<file path="src/rtl/alu_sequencer.sv">
// alu_sequencer: multi-cycle fetch/decode/execute controller for the 8-bit ALU.
// Fetches two-byte instructions (opcode, operand) from a synchronous memory with
// one cycle of read latency, writes ALU results back into AC, performs stores and
// resolves conditional branches from the ALU flags.
// Build option: SEQ_ILLEGAL_TRAP_EN -- an undefined opcode halts the sequencer
// instead of executing as a NOP.
module alu_sequencer #(
  parameter logic [7:0]  RESET_PC = 8'h00,
  parameter int unsigned MEM_LAT  = 1
) (
  input  logic       clk,
  input  logic       rst_n,
  input  logic       run,
  output logic [7:0] mem_addr,
  output logic       mem_rd,
  input  logic [7:0] mem_rdata,
  output logic       mem_wr,
  output logic [7:0] mem_wdata,
  output logic [7:0] alu_opcode,
  output logic [7:0] alu_mdr,
  output logic [7:0] alu_ac,
  output logic [7:0] alu_value,
  output logic [7:0] alu_pc,
  output logic [7:0] alu_addr,
  input  logic [7:0] alu_zout,
  input  logic       alu_nflg,
  input  logic       alu_zflg,
  output logic       halted,
  output logic       illegal
);

  // The capture states assume read data arrives exactly one cycle after mem_rd.
  if (MEM_LAT != 1) begin : g_lat_check
    $error("alu_sequencer: only MEM_LAT=1 is supported");
  end

  typedef enum logic [2:0] {
    StFetch0,
    StFetch1,
    StFetch2,
    StMemRd,
    StMemCap,
    StExec,
    StHalt
  } state_e;

  state_e     state_q, state_d;
  logic [7:0] pc_q, pc_d;
  logic [7:0] ir_q, ir_d;
  logic [7:0] opnd_q, opnd_d;
  logic [7:0] mdr_q, mdr_d;
  logic [7:0] ac_q, ac_d;
  logic       illegal_q, illegal_d;

  // Opcodes whose operand is an address that must be read into MDR before EXEC.
  function automatic logic is_mem_op(input logic [7:0] op);
    case (op)
      8'h01, 8'h05, 8'h07, 8'h09, 8'h0A, 8'h0B, 8'h0C, 8'h0D: is_mem_op = 1'b1;
      default:                                                  is_mem_op = 1'b0;
    endcase
  endfunction

  // State and datapath registers; reset drops any in-flight access immediately.
  always_ff @(posedge clk or negedge rst_n) begin
    if (!rst_n) begin
      state_q   <= StFetch0;
      pc_q      <= RESET_PC;
      ir_q      <= 8'h00;
      opnd_q    <= 8'h00;
      mdr_q     <= 8'h00;
      ac_q      <= 8'h00;
      illegal_q <= 1'b0;
    end else begin
      state_q   <= state_d;
      pc_q      <= pc_d;
      ir_q      <= ir_d;
      opnd_q    <= opnd_d;
      mdr_q     <= mdr_d;
      ac_q      <= ac_d;
      illegal_q <= illegal_d;
    end
  end

  // Next-state, datapath updates and memory strobes.
  always_comb begin
    state_d   = state_q;
    pc_d      = pc_q;
    ir_d      = ir_q;
    opnd_d    = opnd_q;
    mdr_d     = mdr_q;
    ac_d      = ac_q;
    illegal_d = illegal_q;
    mem_rd    = 1'b0;
    mem_wr    = 1'b0;
    mem_addr  = pc_q;

    case (state_q)
      StFetch0: begin
        // rst_n qualifies the strobe so it stays low while reset is held with run high.
        if (run && rst_n) begin
          mem_rd  = 1'b1;
          state_d = StFetch1;
        end
      end
      StFetch1: begin
        ir_d     = mem_rdata;
        mem_rd   = 1'b1;
        mem_addr = pc_q + 8'd1;
        pc_d     = pc_q + 8'd1;
        state_d  = StFetch2;
      end
      StFetch2: begin
        opnd_d  = mem_rdata;
        pc_d    = pc_q + 8'd1;
        state_d = is_mem_op(ir_q) ? StMemRd : StExec;
      end
      StMemRd: begin
        mem_rd   = 1'b1;
        mem_addr = opnd_q;
        state_d  = StMemCap;
      end
      StMemCap: begin
        mdr_d   = mem_rdata;
        state_d = StExec;
      end
      StExec: begin
        state_d = StFetch0;
        case (ir_q)
          8'h00: begin
          end
          8'h01, 8'h02, 8'h05, 8'h06, 8'h07, 8'h08, 8'h09, 8'h0A,
          8'h0B, 8'h0C, 8'h0D, 8'h0E, 8'h0F: ac_d = alu_zout;
          8'h03: begin
            mem_wr   = 1'b1;
            mem_addr = opnd_q;
          end
          8'h04: state_d = StHalt;
          8'h10: pc_d = opnd_q;
          8'h11: if (alu_nflg)  pc_d = opnd_q;
          8'h12: if (!alu_nflg) pc_d = opnd_q;
          8'h13: if (alu_zflg)  pc_d = opnd_q;
          8'h14: if (!alu_zflg) pc_d = opnd_q;
          default: begin
            illegal_d = 1'b1;
`ifdef SEQ_ILLEGAL_TRAP_EN
            state_d   = StHalt;
`else
            state_d   = StFetch0;
`endif
          end
        endcase
      end
      StHalt: state_d = StHalt;
      default: state_d = StFetch0;
    endcase
  end

  assign mem_wdata  = ac_q;
  assign alu_opcode = ir_q;
  assign alu_mdr    = mdr_q;
  assign alu_ac     = ac_q;
  assign alu_value  = opnd_q;
  assign alu_pc     = pc_q;
  assign alu_addr   = opnd_q;
  assign halted     = (state_q == StHalt);
  assign illegal    = illegal_q;

endmodule

</file>
<file path="config.mk">
export PLATFORM = sky130hd
export DESIGN_NAME = alu_sequencer
export DESIGN_NICKNAME = d
export VERILOG_FILES = /design/src/rtl/alu_sequencer.sv
export SDC_FILE = /design/constraint.sdc
export NUM_CORES = 1
export LEC_CHECK = 0
export CAP_MARGIN = 15
export CORE_AREA = 5 5 72 106
export CTS_CLUSTER_SIZE = 10
export DETAILED_ROUTE_END_ITERATION = 12
export DIE_AREA = 0 0 77 111
export GPL_TIMING_DRIVEN = 0
export HOLD_SLACK_MARGIN = 0.06
export PLACE_DENSITY_LB_ADDON = 0.05
export REMOVE_ABC_BUFFERS = 1
export SLEW_MARGIN = 20
export SYNTH_ARGS = -nofsm -noshare
export SYNTH_HDL_FRONTEND = slang
export SYNTH_SLANG_ARGS = --single-unit
</file>
<file path="constraint.sdc">
create_clock -name clk -period 2.3 [get_ports clk]
set_input_delay 0.345 -clock clk [delete_from_list [all_inputs] [get_ports clk]]
set_output_delay 0.345 -clock clk [all_outputs]
set_load 0.005 [all_outputs]
</file>
==> out/qor.csv <==
stage;metric;value;unit
clock_network;cts_tree;done;
synthesis;synth_seq_area_share;43.1;%
finish;final_common_cell;clkdlybuf4s50_1;
critical_path;critPathCapture;mem_addr[4];
synthesis;synth_edf_count;0;
placed_design;place_inst;389;
placed_design;place_ws;-0.670;ns
critical_path;path_depth;7;
timing;slew_headroom;50.1;%
clock_network;clk_pin_slew;0.09;ns
finish;nets;363;
global_routing;grt_antenna_before_repair;0;
flow_run;drv_cap;0;
critical_path;crit_arrival;2.01;ns
route;drt-initial-drc-count;165;
timing;hold_viol_final;0;
finish;drive_gt1_share;29.2;%
critical_path;critPathMaxFanout;11;
synthesis;ys.flop_type;dfrtp_1;
power_and_ir_drop;vdd.ir_drop.worst;589;uV
floorplan;die_h;111;um
critical_path;path_buf_inv;3;
timing;finalWorstPathRequiredPeriod;2.36;ns
placed_design;port_buffers;88;
power_and_ir_drop;p_leak;0.00150;uW
hold_path;hold_class;reg -> reg;
finish;fin_area;0.00374;mm^2
critical_path;path_class;reg -> out;
critical_path;r2r_start;state_q[0];
clock_network;clk_path_buf_depth;2;
outcome;violations;setup timing;
floorplan;fp.dieW;77;um
synthesis;synth-seq-cells;44;
placed_design;dpl.hpwl;5.39;mm
critical_path;crit_start;state_q[1];
finish;layout_common_cells;clkdlybuf4s50_1 (79), dfrtp_1 (36), mux2_2 (30);
critical_path;reg2reg_slack;0.16;ns
critical_path;cp.required;1.96;ns
timing;slew_viol_final;0;
timing;clock_skew;0.00308;ns
power_and_ir_drop;p_per_area;1410;mW/mm^2
route;detail-route-antenna-nets;0;
critical_path;cp-end-kind;output pin;
placed_design;place_congestion;0.902;
timing;min_period_over_period;103;%
synthesis;yosysWarnings;0;
timing;setup_violations;4;
finish;regArea;0.00111;mm^2
global_routing;grt_overflow_total;0;
floorplan;row_count;36;
synthesis;syn_inst;252;
route;via_per_inst;5.56;
floorplan;coreArea;0.00653;mm^2
critical_path;cp-start-kind;register;
clock_network;cts_buffers;5;
finish;post_layout_nonfiller_instances;418;
timing;fin_setup_tns;-0.204;ns
route;vias;2323;
placed_design;placed_area;0.00338;mm^2
critical_path;slowest_delay;0.53;ns
clock_network;cts.sink_count;44;
finish;areaGrowthSynthToFinish;46.5;%
power_and_ir_drop;total_power;5290;uW
floorplan;die_area;0.00855;mm^2
critical_path;cp_top_family;flip-flops;
critical_path;r2r-end;alu_pc[6];
floorplan;start_util;39.1;%
clock_network;htree_num_levels;2;
clock_network;clk_latency;0.30;ns
outcome;status;complete, but fails checks;
critical_path;reg2regPathDepth;8;
finish;antenna_cells;0;
finish;multiInputGateArea;0.00137;mm^2
global_routing;grt_pass1_vias;2447;
global_routing;grt_pass1_wl;12.7;mm
floorplan;io_pins;89;
global_routing;grt.total_usage;18.2;%
timing;max_clock_freq;424;MHz
timing;rsz0062_at_grt;true;
synthesis;syn_area_per_cell;10.1;um^2
timing;final.setup.worst_slack;-0.0589;ns
critical_path;cp_cell_sequence;nor2b_1, a31oi_1, nor2b_2, buf_4, buf_4, a221o_1, buf_2;
finish;fill_cells;602;
synthesis;async_flop_share;100;%
timing;worst_pin_slew;0.745;ns
critical_path;crit_slowest_cell;dfrtp_2;
route;drc;0;
synthesis;synth_area;0.00255;mm^2
clock_network;cts-root-buf;clkbuf_8;
route;drt_first_pass_iters;4;
route;totalWireLength;7.70;mm
critical_path;crit_top_cell;buf_4;
synthesis;synth_cell_types;52;
route;route.detailed.wl_per_inst;18.4;um
global_routing;grt_max_degree;32;
-- cell type report --
cell class / count / share of cell area [%]
well taps: 76 / 2.54
flip-flops and latches: 44 / 29.7
multi-input cells: 173 / 36.7
clock buffers: 6 / 2.21
repair buffers: 111 / 27.9
clock inverters: 2 / 0.401
inverters: 6 / 0.602
-- worst min path at each step --
stage / from / endpoint / depth (start not counted)
after CTS: illegal / illegal / 1
after floorplan: rst_n / alu_ac[0] / 0
after global routing: illegal / illegal / 1
final: illegal / illegal / 1
after global placement: illegal / illegal / 1
after detailed placement: rst_n / alu_addr[5] / 1
-- metrics by stage --
| stage | hold slack [ns] | utilization (%) |
|---|---|---|
| finish | 0.494 | 57.3 |
| global route | 0.526 | 57.3 |
| CTS | 0.492 | 57.0 |
| detailed placement | 0.298 | 51.8 |
| global placement | 0.463 | 51.3 |
| floorplan | 0.0494 | - |
-- cells by family after synthesis --
family,count (synthesis),synth area share [%]
AOI/OAI and AO/OA,56,14.5
xor gates and xnor gates,3,1.03
muxes,36,15.6
buffers and inverters,35,7.84
and+or+nand+nor,77,17.5
adders and majority gates,1,0.490
DFF,44,43.1
-- layer usage --
metal	up-vias	wire length [um]	track usage [%]
li1	1083	-	-
met1	1133	3170	23.0
met2	88	3800	29.6
met3	19	464	3.58
met4	0	260	8.37
met5	-	0	0
-- state kept, by name, summed over array words and instances, names as in the netlist --
name        cells
alu_opcode      8
alu_mdr         8
illegal         1
alu_pc          8
alu_ac          8
alu_addr        8
state_q         3
-- where the power goes --
part	total (uW)	switching [uW]	internal, uW	leakage [uW]
logic	3140	1300	1840	0.000931
registers	1620	481	1140	0.000521
clock network	529	286	244	0.0000434
total	5290	2070	3220	0.00150
-- timing repair --
action | in CTS | in global routing
hold buffers | 2 | 0
pin swaps | 6 | 6
setup buffers | 19 | 0
resized for setup | 59 | 9
setup endpoints to repair | 17 | 12
hold endpoints to repair | 13 | 0
-- Yosys cell counts, types with 3 or more instances --
master    instances  area, um^2
a211oi_1          3        22.5
a21oi_1          12        60.1
a31oi_1           5        31.3
and3_1            3        18.8
buf_2             7        35.0
buf_4            16         120
clkbuf_1          6        22.5
dfrtp_1          44        1100
inv_1             6        22.5
mux2_2           30         338
mux2i_1           6        60.1
nand2_1          18        67.6
nand2b_1          3        18.8
nand3_1           7        35.0
nand3b_1          5        37.5
nor2_1           11        41.3
nor2b_1           6        37.5
nor3_1            4        20.0
nor3b_1           5        37.5
o21ai_0          12        60.1
o21ai_1           3        15.0
Power figures use the tool's default switching activity.
==> variant: new RTL, same settings <==
The 7 states of `state_e` get a one-hot encoding in 7 bits.
--- a/src/rtl/alu_sequencer.sv
+++ b/src/rtl/alu_sequencer.sv
@@ -34,14 +34,14 @@
     $error("alu_sequencer: only MEM_LAT=1 is supported");
   end
 
-  typedef enum logic [2:0] {
-    StFetch0,
-    StFetch1,
-    StFetch2,
-    StMemRd,
-    StMemCap,
-    StExec,
-    StHalt
+  typedef enum logic [6:0] {
+    StFetch0 = 7'b0000001,
+    StFetch1 = 7'b0000010,
+    StFetch2 = 7'b0000100,
+    StMemRd  = 7'b0001000,
+    StMemCap = 7'b0010000,
+    StExec   = 7'b0100000,
+    StHalt   = 7'b1000000
   } state_e;
 
   state_e     state_q, state_d;
Behaviour: no difference found for any inputs over 10 cycles, from zero or initial values and one cycle with rst_n low; not proved beyond that.
==> variant against the original RTL <==
The flow still finishes with violations (negative setup slack). Clock skew grew 4.2 ps. Combinational power fell by 42%. Worst setup slack lost 260 ps. First-iteration DRC count decreased by 21%. Count of clock-buffer cells in the layout down 1. Utilization increased by 4.4 points. Final area rose by 7.7%. Synthesized area is 2.8% higher. Sequential cell count rose by 4. Routed wire length rose by 0.77%. Global-route usage decreased by 0.88 points. Power is 29% lower. Register-to-register slack lost 450 ps. Sequential share of layout area grew 0.45 points. Critical path type unchanged. Critical endpoint is now mem_addr[5]. Highest routed layer unchanged.
==> variant: results (changes against the original RTL) <==
| Metric | Value |
|---|---|
| Status | complete, but fails checks |
| Slowest stage cell, crit path | or4bb_4 |
| Vias/cell | 5.38 (-3.1%) |
| Post-Route Utilization | 61.7% (+4.4 points) |
| HPWL Detailed | 5050 µm (-6.4%) |
| Layout cells sized above 1 | 35.3% (+6.0 points) |
| Drt first pass iters | 5 (+1) |
| Cells after DPL | 396 (+1.8%) |
| Arr. time, crit path | 2270 ps (+260 ps) |
| LEAKAGE | 1.76 nW (+17%) |
| Routed WL per cell | 17.7 µm (-4.1%) |
| Failing checks | negative setup slack |
| Area post-placement | 3400 µm² (+0.63%) |
| Pin count of the biggest net entering global routing | 50 (+56%) |
| Sequential area share after synthesis | 45.8% (+2.7 points) |
| Synth unique cells | 51 (-1.9%) |
| Fillers | 545 (-9.5%) |
| Mean area per synthesized cell | 10.0 µm² (-1.1%) |
| Worst setup slack after layout | -316 ps (-257 ps) |
| Routed WL | 7750 µm (+0.77%) |
| Most frequent cells after synthesis | dfrtp_1, nand2_1, mux2_2 |
| Worst vdd ir | 456 µV (-22%) |
| TNS Setup | -6030 ps (-5830 ps) |
| Clock skew | 7.24 ps (+4.16 ps) |
| Final setup fails | 26 (+22) |
| Place WS | -1190 ps (-525 ps) |
| Critical Path Max Stage Delay | 550 ps (+20 ps) |
| Crit path max fanout | 4 (-7) |
| CP Launch Point | alu_opcode[3] |
| Vias in the first global route | 2451 (+0.16%) |
| Crit-path leading delay family | simple AND/OR/NAND/NOR gates |
| RR Startpoint | state_q[1] |
| R2R setup slack | -290 ps (-450 ps) |
| Top post-synthesis cells by area | dfrtp_1, mux2_2, nand2_1, buf_4, o21ai_0 |
| First-pass GRT wire length | 12300 µm (-3.1%) |
| First-iteration detailed-routing DRC count | 131 (-21%) |
| Headroom to the max-slew limit | 58.5% (+8.5 points) |
| Min-Delay Path Class | in -> async |
| Final Wtd Congestion | 0.789 (-13%) |
| # nets final | 384 (+5.8%) |
| All-Layer GR Usage | 17.3% (-0.88 points) |
| Switch Pwr | 1.37 mW (-34%) |
[variant: final timing paths]
| check | to | cells past startpoint |
|---|---|---|
| min reg2reg | illegal | 1 |
| min in group clk | illegal | 1 |
| max | mem_addr[5] | 8 |
| max in group asynchronous | alu_opcode[1] | 1 |
| max reg2reg | alu_pc[6] | 8 |
| min | alu_addr[4] | 1 |
[variant: kinds of logic after synthesis]
| logic type | after synthesis | synth area share, % |
|---|---|---|
| adders and majority gates | 1 | 0.476 |
| and+or+nand+nor | 90 | 18.5 |
| AOI/OAI and AO/OA | 52 | 12.5 |
| xor gates and xnor gates | 6 | 2.00 |
| buffers and inverters | 37 | 8.57 |
| DFF | 48 | 45.8 |
| muxes | 28 | 12.2 |
[variant: power by group through the flow]
stage                     logic [mW]  clock network [mW]  registers [mW]
after global routing            1.97               0.569            1.45
after floorplan                0.630                   0            1.38
final                           1.82               0.519            1.42
after global placement          1.50                   0            1.43
after detailed placement        1.52                   0            1.44
after CTS                       1.74               0.537            1.40
[variant: cell type report]
class	instances	area share (%)
inverters	7	0.745
well taps	76	2.36
clock buffers	5	1.71
clock inverters	3	0.590
repair buffers	123	29.4
multi-input cells	177	35.1
flip-flops and latches	48	30.1
[variant: per-layer routing]
layer	global-route usage [%]	vias to the layer above	share of wire, %
met1	20.7	1156	40
met4	5.05	0	1.1
met2	30.3	82	53
met3	4.31	9	6.1
li1	-	1116	-
met5	0	-	0
[variant: what timing repair did]
| action | CTS | global route |
|---|---|---|
| hold buffers | 0 | 0 |
| gates cloned | 0 | 1 |
| setup endpoints to repair | 35 | 27 |
| gates resized for setup | 91 | 34 |
| pin swaps | 14 | 11 |
| setup buffers | 27 | 8 |
